$ cat src/rtl/mem_arbiter_pkg.sv
// Shared types for the instruction/data memory arbiter: response-owner
// states and the default data width.
package mem_arbiter_pkg;

    localparam int unsigned XLEN_DEFAULT = 32;

    typedef enum logic [1:0] {
        OWN_NONE = 2'd0,
        OWN_I_RD = 2'd1,
        OWN_D_RD = 2'd2
    } owner_e;

endpackage

$ cat src/rtl/mem_arbiter_arb_prio.sv
// Fetch/data priority: data wins unless a waiting fetch has already been
// passed over STARVE_LIMIT times in a row.
module arb_prio #(
    parameter int unsigned STARVE_LIMIT = 4
) (
    input  logic       i_req,
    input  logic       d_req,
    input  logic [3:0] streak,
    output logic       gnt_i,
    output logic       gnt_d
);

    logic w_under_limit;

    assign w_under_limit = (streak < 4'(STARVE_LIMIT));
    assign gnt_d         = d_req & (~i_req | w_under_limit);
    assign gnt_i         = i_req & ~gnt_d;

endmodule

$ cat src/rtl/mem_arbiter.sv
// Single-port memory arbiter between instruction fetch and load/store,
// with one-cycle read latency and fetch-flush suppression of responses.
module mem_arbiter
    import mem_arbiter_pkg::*;
#(
    parameter int unsigned XLEN         = XLEN_DEFAULT,
    parameter int unsigned STARVE_LIMIT = 4
) (
    input  logic            clk,
    input  logic            reset,
    input  logic            i_req,
    input  logic [31:0]     i_addr,
    input  logic            i_flush,
    output logic            i_gnt,
    output logic            i_rvalid,
    output logic [XLEN-1:0] i_rdata,
    output logic            fetch_stall,
    input  logic            d_req,
    input  logic            d_we,
    input  logic [31:0]     d_addr,
    input  logic [XLEN-1:0] d_wdata,
    output logic            d_gnt,
    output logic            d_rvalid,
    output logic [XLEN-1:0] d_rdata,
    output logic            mem_en,
    output logic            mem_we,
    output logic [31:0]     mem_addr,
    output logic [XLEN-1:0] mem_wdata,
    input  logic [XLEN-1:0] mem_rdata
);

    owner_e     r_owner;
    owner_e     w_owner_nxt;
    logic [3:0] r_streak;
    logic [3:0] w_streak_nxt;
    logic       w_arb_gnt_i;
    logic       w_arb_gnt_d;

    arb_prio #(
        .STARVE_LIMIT (STARVE_LIMIT)
    ) u_arb_prio (
        .i_req  (i_req),
        .d_req  (d_req),
        .streak (r_streak),
        .gnt_i  (w_arb_gnt_i),
        .gnt_d  (w_arb_gnt_d)
    );

    // Grants are masked during reset so no access leaks out regardless of requests.
    assign i_gnt       = w_arb_gnt_i & ~reset;
    assign d_gnt       = w_arb_gnt_d & ~reset;
    assign fetch_stall = i_req & ~i_gnt;

    always_comb begin
        mem_en    = 1'b0;
        mem_we    = 1'b0;
        mem_addr  = '0;
        mem_wdata = '0;
        if (d_gnt) begin
            mem_en    = 1'b1;
            mem_we    = d_we;
            mem_addr  = d_addr;
            mem_wdata = d_wdata;
        end else if (i_gnt) begin
            mem_en    = 1'b1;
            mem_addr  = i_addr;
        end
    end

    always_comb begin
        w_streak_nxt = r_streak;
        if (!i_req || i_gnt) begin
            w_streak_nxt = '0;
        end else if (d_gnt && (r_streak < 4'(STARVE_LIMIT))) begin
            w_streak_nxt = r_streak + 4'd1;
        end
    end

    // A fetch granted in a flush cycle is recorded as NONE so its data is dropped.
    always_comb begin
        w_owner_nxt = OWN_NONE;
        if (i_gnt && !i_flush) begin
            w_owner_nxt = OWN_I_RD;
        end else if (d_gnt && !d_we) begin
            w_owner_nxt = OWN_D_RD;
        end
    end

    always_ff @(posedge clk) begin
        if (reset) begin
            r_owner  <= OWN_NONE;
            r_streak <= '0;
        end else begin
            r_owner  <= w_owner_nxt;
            r_streak <= w_streak_nxt;
        end
    end

    assign i_rvalid = (r_owner == OWN_I_RD) & ~i_flush & ~reset;
    assign d_rvalid = (r_owner == OWN_D_RD) & ~reset;
    assign i_rdata  = i_rvalid ? mem_rdata : '0;
    assign d_rdata  = d_rvalid ? mem_rdata : '0;

endmodule
$ cat config.mk
export PLATFORM = sky130hd
export DESIGN_NAME = mem_arbiter
export DESIGN_NICKNAME = d
export VERILOG_FILES = /design/src/rtl/mem_arbiter_pkg.sv /design/src/rtl/mem_arbiter_arb_prio.sv /design/src/rtl/mem_arbiter.sv
export SDC_FILE = /design/constraint.sdc
export NUM_CORES = 1
export LEC_CHECK = 0
export ABC_AREA = 0
export CORE_AREA = 2 2 106 108
export DETAILED_ROUTE_END_ITERATION = 6
export DIE_AREA = 0 0 108 110
export GPL_ROUTABILITY_DRIVEN = 0
export GPL_TIMING_DRIVEN = 0
export SLEW_MARGIN = 15
export SYNTH_ARGS = -nofsm -noshare
export SYNTH_HDL_FRONTEND = slang
export SYNTH_SLANG_ARGS = --single-unit
$ cat constraint.sdc
create_clock -name clk -period 1.27 [get_ports clk]
set_input_delay 0.127 -clock clk [delete_from_list [all_inputs] [get_ports clk]]
set_output_delay 0.127 -clock clk [all_outputs]
set_load 0.03 [all_outputs]
==> impl_metrics.csv <==
group,metric,value,unit
timing,timing.final.crit_share,123,%
min_path,hold_end,"r_owner[0]",
finish,n_antenna_cell,0,
clock_tree,clk_pin_slew,40,ps
clock_tree,cts.path.max_buffers,2,
clock_tree,clkLatencyLatePin,220,ps
status,outcome,"finished with violations",
synthesis,syn_nets,308,
routing,wl_per_cell,15.1,um
finish,num-fill-cells,1083,
finish,final_area,4780,um2
grt,grt_max_degree,11,
setup_path,worstSetupStartpointType,"flop",
power_and_ir_drop,power.leakage,0.00233,uW
timing,finalClockSkew,0.387,ps
flow_run,cap_violations,0,
status,failed_checks,"negative setup slack",
placement,place_inst,581,
timing,min_period,1560,ps
routing,drt_wl_total,9.07,mm
timing,fin_setup_tns,-28140,ps
setup_path,cp_data_arrival_time,1430,ps
finish,syn2layout_area_growth,285,%
finish,nets,597,
synthesis,synth_seq_cells,6,
min_path,min_path_cells,2,
grt,grt_usage,13.6,%
routing,drtIter0Drc,47,
setup_path,endpoint_kind,"output port",
min_path,hold_class,"input pin to flop",
routing,vias,2428,
clock_tree,cts-root-buf,"clkbuf_8",
timing,rsz0062_at_grt,"true",
clock_tree,h-tree-depth,1,
clock_tree,postCtsHoldBufs,0,
finish,drive_above_1_share,55.9,%
grt,antenna_found_initial,0,
min_path,worstHoldStart,"i_flush",
timing,fin_ws,-292,ps
timing,max_freq,640,MHz
placement,hpwl,7.40,mm
setup_path,critPathKind,"flop to output port",
routing,drc,0,
synthesis,syn_avg_cell_area,7.17,um2
setup_path,reg2reg_from,"r_streak[3]",
clock_tree,numCtsBuffers,3,
routing,first_pass_iters,4,
placement,placed_cell_area,4360,um2
timing,holdWs,278,ps
grt,grt_pass1_wl,12.7,mm
routing,ant_nets,0,
setup_path,worstRegToRegCells,5,
placement,portBuffers,268,
timing,setup_viol,134,
clock_tree,tritoncts,"yes",
clock_tree,cts_sinks,6,
synthesis,yosys_warnings,0,
setup_path,required,1140,ps
grt,grt-ovfl-total,0,
finish,fin_cells,600,
floorplan,die_h,110,um
setup_path,crit_fanout,5,
floorplan,rows,38,
floorplan,initial_core_util,11.6,%
floorplan,num_io_pins,269,
routing,post_drt_via_cell_ratio,4.05,
power_and_ir_drop,vdd_drop_max,0.000306,V
synthesis,syn_area,1240,um2
synthesis,syn_inst,173,
floorplan,coreArea,10700,um2
synthesis,synth_seq_area_share,9.68,%
grt,grt_pass1_vias,2520,
floorplan,die_w,108,um
floorplan,die-area,11900,um2
setup_path,rrSetupSlack,50,ps
timing,final_hold_viol_count,0,
synthesis,synth.distinct_cells,17,
timing,drv_slew,0,
power_and_ir_drop,powerDensity,394,nW/um2
power_and_ir_drop,power,1890,uW
setup_path,rr_endpoint,"r_owner[1]",
==> critical path, stage by stage (launching register included) <==
cell     delay (ps)
dfxtp_2         340
o21ai_4         190
and2_4          240
buf_4           130
a22o_1          170
buf_6           150
==> cell families after synthesis <==
family	count (synthesis)	synth area share (%)
flops	6	9.68
compound gates	34	23.7
fa+ha+maj	1	1.01
simple gates	112	57.3
buf+inv	19	8.06
other cells	1	0.302
==> registers in the layout, indices dropped and copies added (netlist names) <==
name,count
r_owner,2
r_streak,4
==> Yosys cell counts <==
cell type   n  share of area [%]
and2_1     67                 34
and3_1     34                 17
a22o_1     32                 23
clkbuf_1   11                3.3
dfxtp_1     6                9.7
buf_2       5                2.0
nor2b_1     4                2.0
buf_6       3                2.7
nor2_1      3               0.91
a21oi_2     1               0.71
conb_1      1               0.30
ha_1        1                1.0
nand2b_1    1               0.50
nor2b_2     1               0.71
nor3b_2     1                1.0
nor4b_2     1                1.2
o21ai_1     1               0.40
==> area by class of cell <==
type / count / area, um2 / share of cell area, %
multi-input combinational: 149 / 1360 / 28.5
timing repair buffer: 286 / 2890 / 60.3
sequential: 6 / 125 / 2.62
tap: 140 / 175 / 3.66
clock buffer: 3 / 41.3 / 0.863
buffer: 16 / 191 / 4.00
==> power by group <==
group	internal, uW	switching (uW)
clock	204	83.1
combinational	809	588
sequential	195	5.67
total	1210	677
==> worst max-delay path by stage <==
stage                     slack [ps]  cells after the start           end         from
after floorplan                  -30                      3   i_rdata[22]   r_owner[1]
after global placement         -1410                      5    i_rdata[9]        reset
after detailed placement       -1450                      5   i_rdata[20]        reset
after CTS                       -340                      5  mem_addr[19]  r_streak[2]
after global routing            -350                      5   mem_addr[0]  r_streak[3]
final                           -290                      5   mem_addr[0]  r_streak[3]
==> timing repair <==
item                                    in CTS  in global routing
resized for setup                          863                118
buffers inserted                            13                  1
gates cloned                                 2                  3
endpoints found under the setup margin     137                135
pin swaps                                    4                  3
==> placed cells by master, fill, tap and decap left out, types with 2 or more instances in the layout <==
cell	instances
and2_1	26
dfxtp_2	4
and2_4	8
buf_4	33
buf_2	15
and3_4	7
and3_1	27
clkbuf_4	3
clkbuf_8	6
clkbuf_1	2
a22o_4	21
clkbuf_16	2
and2_2	34
buf_12	3
buf_6	101
buf_8	4
a22o_1	4
clkdlybuf4s50_1	129
dfxtp_1	2
nor2b_1	4
dlygate4sd2_1	2
a22o_2	7
nor2_1	2
==> per-layer routing <==
metal | vias up | GRT usage [%] | share of wire [%]
met4 | 0 | 2.75 | 0.61
li1 | 1187 | - | -
met3 | 4 | 3.70 | 9.4
met2 | 134 | 27.0 | 55
met1 | 1103 | 14.2 | 35
met5 | - | 0 | 0
==> per-stage QoR <==
step           setup WS, ps  util (%)
3_3_place_gp          -1410      40.7
6_report               -292      44.7
2_1_floorplan         -28.6         -
5_1_grt                -351      44.7
4_1_cts                -337      41.5
3_5_place_dp          -1450      40.7
Power figures use the tool's default switching activity.
